[src/rtl/alu16_sequencer.sv]
// alu16_sequencer: initiator-side controller for the alu16 bit-serial ALU.
// Takes valid/ready requests, pulses alu_on, waits for the final count
// step, captures the result and returns it on a valid/ready response.
//
// Ports:
//   clk, rst_n                 clock, async active-low reset
//   req_valid/req_ready        request handshake
//   req_a, req_b, req_op       operands and opcode
//   rsp_valid/rsp_ready        response handshake
//   rsp_result, rsp_op         captured result and opcode echo
//   rsp_timeout                result invalid due to RUN timeout
//   alu_on, alu_ina/inb/op     drives alu16
//   alu_count, alu_out         observed from alu16
//   busy                       high whenever not IDLE
//
// Optional feature: define ALU_SEQ_TIMEOUT_EN to build the RUN-state
// timeout counter; otherwise rsp_timeout is tied low and RUN waits forever.

module alu16_sequencer #(
   parameter int         WIDTH          = 16,
   parameter int         ON_CYCLES      = 2,
   parameter logic [3:0] DONE_COUNT     = 4'hF,
   parameter int         TIMEOUT_CYCLES = 64
) (
   input  logic             clk,
   input  logic             rst_n,
   input  logic             req_valid,
   output logic             req_ready,
   input  logic [WIDTH-1:0] req_a,
   input  logic [WIDTH-1:0] req_b,
   input  logic [2:0]       req_op,
   output logic             rsp_valid,
   input  logic             rsp_ready,
   output logic [WIDTH:0]   rsp_result,
   output logic [2:0]       rsp_op,
   output logic             rsp_timeout,
   output logic             alu_on,
   output logic [WIDTH-1:0] alu_ina,
   output logic [WIDTH-1:0] alu_inb,
   output logic [2:0]       alu_op,
   input  logic [3:0]       alu_count,
   input  logic [WIDTH:0]   alu_out,
   output logic             busy
);

   typedef enum logic [1:0] {
      IDLE  = 2'd0,
      START = 2'd1,
      RUN   = 2'd2,
      RESP  = 2'd3
   } state_e;

   localparam logic [3:0] ON_LAST = 4'(ON_CYCLES - 1);

   state_e           state_q;
   logic [3:0]       on_cnt_q;
   logic             req_ready_q;
   logic             busy_q;
   logic             rsp_valid_q;
   logic [WIDTH:0]   rsp_result_q;
   logic [2:0]       rsp_op_q;
   logic             alu_on_q;
   logic [WIDTH-1:0] alu_ina_q;
   logic [WIDTH-1:0] alu_inb_q;
   logic [2:0]       alu_op_q;

`ifdef ALU_SEQ_TIMEOUT_EN
   localparam int TW = $clog2(TIMEOUT_CYCLES + 1);
   localparam logic [TW-1:0] TO_LAST = TW'(TIMEOUT_CYCLES - 1);

   logic [TW-1:0] run_cnt_q;
   logic          timeout_q;

   assign rsp_timeout = timeout_q;
`else
   assign rsp_timeout = 1'b0;
`endif

   always_ff @(posedge clk or negedge rst_n) begin
      if (!rst_n) begin
         state_q      <= IDLE;
         on_cnt_q     <= '0;
         req_ready_q  <= 1'b1;
         busy_q       <= 1'b0;
         rsp_valid_q  <= 1'b0;
         rsp_result_q <= '0;
         rsp_op_q     <= '0;
         alu_on_q     <= 1'b0;
         alu_ina_q    <= '0;
         alu_inb_q    <= '0;
         alu_op_q     <= '0;
`ifdef ALU_SEQ_TIMEOUT_EN
         run_cnt_q    <= '0;
         timeout_q    <= 1'b0;
`endif
      end else begin
         unique case (state_q)
            IDLE: begin
               if (req_valid) begin
                  alu_ina_q   <= req_a;
                  alu_inb_q   <= req_b;
                  alu_op_q    <= req_op;
                  alu_on_q    <= 1'b1;
                  on_cnt_q    <= '0;
                  req_ready_q <= 1'b0;
                  busy_q      <= 1'b1;
                  state_q     <= START;
`ifdef ALU_SEQ_TIMEOUT_EN
                  run_cnt_q   <= '0;
`endif
               end
            end
            START: begin
               if (on_cnt_q == ON_LAST) begin
                  alu_on_q <= 1'b0;
                  on_cnt_q <= '0;
                  state_q  <= RUN;
               end else begin
                  on_cnt_q <= on_cnt_q + 4'd1;
               end
            end
            RUN: begin
               // alu_out already holds the final value on the last step
               if (alu_count == DONE_COUNT) begin
                  rsp_result_q <= alu_out;
                  rsp_op_q     <= alu_op_q;
                  rsp_valid_q  <= 1'b1;
                  state_q      <= RESP;
               end
`ifdef ALU_SEQ_TIMEOUT_EN
               else if (run_cnt_q == TO_LAST) begin
                  rsp_result_q <= '0;
                  rsp_op_q     <= alu_op_q;
                  rsp_valid_q  <= 1'b1;
                  timeout_q    <= 1'b1;
                  state_q      <= RESP;
               end else begin
                  run_cnt_q <= run_cnt_q + TW'(1);
               end
`endif
            end
            RESP: begin
               if (rsp_ready) begin
                  rsp_valid_q <= 1'b0;
                  req_ready_q <= 1'b1;
                  busy_q      <= 1'b0;
                  state_q     <= IDLE;
`ifdef ALU_SEQ_TIMEOUT_EN
                  timeout_q   <= 1'b0;
`endif
               end
            end
            default: state_q <= IDLE;
         endcase
      end
   end

   assign req_ready  = req_ready_q;
   assign busy       = busy_q;
   assign rsp_valid  = rsp_valid_q;
   assign rsp_result = rsp_result_q;
   assign rsp_op     = rsp_op_q;
   assign alu_on     = alu_on_q;
   assign alu_ina    = alu_ina_q;
   assign alu_inb    = alu_inb_q;
   assign alu_op     = alu_op_q;

endmodule
[config.mk]
export PLATFORM = sky130hd
export DESIGN_NAME = alu16_sequencer
export DESIGN_NICKNAME = d
export VERILOG_FILES = /design/src/rtl/alu16_sequencer.sv
export SDC_FILE = /design/constraint.sdc
export NUM_CORES = 1
export LEC_CHECK = 0
export ABC_AREA = 1
export CORE_ASPECT_RATIO = 2
export CORE_MARGIN = 8
export CORE_UTILIZATION = 42
export CTS_CLUSTER_DIAMETER = 50
export CTS_CLUSTER_SIZE = 30
export DETAILED_ROUTE_END_ITERATION = 16
export GPL_TIMING_DRIVEN = 0
export PLACE_DENSITY = 0.77
export SETUP_SLACK_MARGIN = 0.02
export SYNTH_ARGS = -nofsm -noshare
export SYNTH_HDL_FRONTEND = slang
export SYNTH_SLANG_ARGS = --single-unit
[constraint.sdc]
create_clock -name clk -period 1.81 [get_ports clk]
set_input_delay 0.4525 -clock clk [delete_from_list [all_inputs] [get_ports clk]]
set_output_delay 0.4525 -clock clk [all_outputs]
set_load 0.005 [all_outputs]
==> results.cfg <==
[run_status]
status = complete, no violations

[critical_path]
slowest_delay_ps = 540
critPathLaunchType = register
critical_path_class = reg -> out
crit_family = buffers and inverters
crit_required_ps = 1360
cp-end-kind = primary output
path_cells = clkdlybuf4s50_1
crit_path_top_delay_cell = clkdlybuf4s50_1
crit_arrival_ps = 1210
crit_fanout = 2
path_buf_inv = 1

[floorplan]
ios = 120
fp.coreArea_sq_um = 6310
rows = 41
die_area_sq_um = 9504
start_util_pct = 43.33
die_h_um = 130.1
die_x_um = 73.05

[synth]
synth-edff-count = 0
synthesis.nets = 376
yosysMostFrequentCell = nand2_1
synth.largest_area_cell = dfrtp_1
ys_top_cells_by_area = dfrtp_1 59%, nand2_1 22%, nand3_1 3.7%
syn_inst = 309
ys_types = 23
synth_common_cells = 158 x nand2_1, 64 x dfrtp_1, 20 x nand3_1
synth_area_per_cell_sq_um = 8.847
ys.flop_type = dfrtp_1
synth_seq_cells = 65
yosys_warnings = 0
synth_area_sq_um = 2734
async_flop_share_pct = 100.0
ys_seq_area_share_pct = 59.54
synth_top_area_share_pct = 58.58

[clock_tree]
cts-root-buf = clkbuf_16
clockBufferDepth = 2
cts_tree = done
insertion_delay_ps = 320
clock-sinks = 65
clkTransAtPathRegs_ps = 50
cts_made_buffers = 9
ctsHoldBuffers = 0
cts_max_level = 3

[finish]
fin_util_pct = 67.68
final_layout_size_suffix_gt1_share_pct = 7.500
num_antenna_cells = 0
area_delta_synth_final_pct = 56.20
nets = 505
layout.cells.non_filler = 526

[route]
drt_first_iter_violations = 98
num_vias = 2430
drc_errors = 0
drtPass1Iterations = 4
routed_wl_um = 7564
vias_per_cell = 4.620
wl_per_cell_um = 14.38
ant_nets = 0

[grt]
grt_pass1_vias = 2507
grt_max_degree = 66
grt_usage_pct = 16.75
grt_overflow = 0
antenna_found_initial = 0
grt_pass1_wl_um = 12250

[power]
ir_drop_mv = 1.094
p_per_area_nw_per_um2 = 1608
leakage_uw = 0.002109

[sta]
hold_ws_ps = 226.9
drv_slew = 0
finalSetupViolCount = 0
rsz0062_at_grt = no
slew_headroom_pct = 45.96
fin_crit_sh_pct = 92.06
timing.fmax_mhz = 600.2
tightest_slew_ps = 810.6
min_period_ps = 1666
skew_ps = 5.516
hold_viol = 0

[placed_design]
io_buffers = 118
place_hpwl_um = 5849
dp.cells = 513
gp_congestion = 0.7470

[run]
max_cap_viol_count = 0

[hold_path]
hold_path_class = in -> async
==> report_power, final <==
part	switching, uW	leakage, uW	internal (uW)
clock	547	0.000124	936
combinational	1280	0.00116	1620
sequential	365	0.000823	2120
total	2190	0.00211	4680
==> metal layers <==
layer,global-route usage (%),wire length (um),vias to the layer above
li1,-,-,1205
met4,8.551,191,0
met3,6.072,548,15
met5,0,0,-
met2,29.04,4075,83
met1,16.98,2749,1127
==> layout make-up <==
type | instances | area [sq um]
sequential | 65 | 1628
clock inverter | 1 | 5.005
buffer | 13 | 88.84
fill | 496 | 2039
inverter | 14 | 52.55
clock buffer | 12 | 246.5
tap | 86 | 107.6
timing repair buffer | 118 | 1177
multi-input combinational | 217 | 964.7
==> registers in the layout, indices dropped and copies added, names as in the netlist <==
| name | cells |
|---|---|
| rsp_result | 17 |
| alu_ina | 16 |
| alu_inb | 16 |
| on_cnt_q | 4 |
| alu_op | 3 |
| rsp_op | 3 |
| state_q | 2 |
| alu_on | 1 |
| busy | 1 |
| req_ready | 1 |
| rsp_valid | 1 |
==> cells by family (layout without fill, tap and decap cells) <==
| group | count (synthesis) | after routing | share of synthesized area [%] |
|---|---|---|---|
| fa+ha+maj | 7 | 7 | 3.204 |
| simple gates | 192 | 192 | 28.01 |
| flops | 65 | 65 | 59.54 |
| buf+inv | 27 | 158 | 5.171 |
| compound gates | 17 | 17 | 3.935 |
| other cells | 1 | 1 | 0.1372 |
==> cells in the final DEF (no fill, tap or decap), types with 2 or more instances in the layout <==
master           synthesis  layout
nand4_1                  2       2
buf_2                    5       5
buf_4                    1       2
nand2_2                  2       2
clkbuf_1                 3       5
nand2_1                158     158
dfrtp_1                 64      64
o21ai_0                  7       7
o21ai_1                  3       3
ha_1                     7       7
buf_6                    4       4
nor2_1                   8       8
inv_1                   13      13
clkdlybuf4s50_1          0     116
o21ai_2                  4       4
clkbuf_16                0       9
nand3_1                 20      20
==> through the flow <==
stage	power, uW	cell area [sq um]	setup slack (ps)	setup TNS (ps)
detailed placement	5450	4020	-53.84	-332.5
global placement	5357	4023	-1874	-121060
floorplan	3683	2734	471.6	0
CTS	6987	4270	118.7	0
global route	7392	4270	46.28	0
finish	6869	4270	143.8	0
==> path summary, 6_finish.rpt <==
path                            depth (start not counted)            end     startpoint  slack (ps)
worst max-delay path                                    1  rsp_result[6]  rsp_result[6]         140
worst min-delay path                                    1      rsp_valid          rst_n         230
worst max register to register                          6    alu_ina[10]     state_q[0]         170
worst min register to register                          2  rsp_result[3]  rsp_result[3]         470
max in group asynchronous                               1  rsp_result[3]          rst_n        1050
min in group clk                                        2  rsp_result[3]  rsp_result[3]         470
==> what timing repair did <==
action | CTS | global route
setup endpoints to repair | 1 | 0
gates resized for setup | 1 | 0
setup buffers | 0 | 0
No activity file was read; power rests on OpenSTA's default activity.
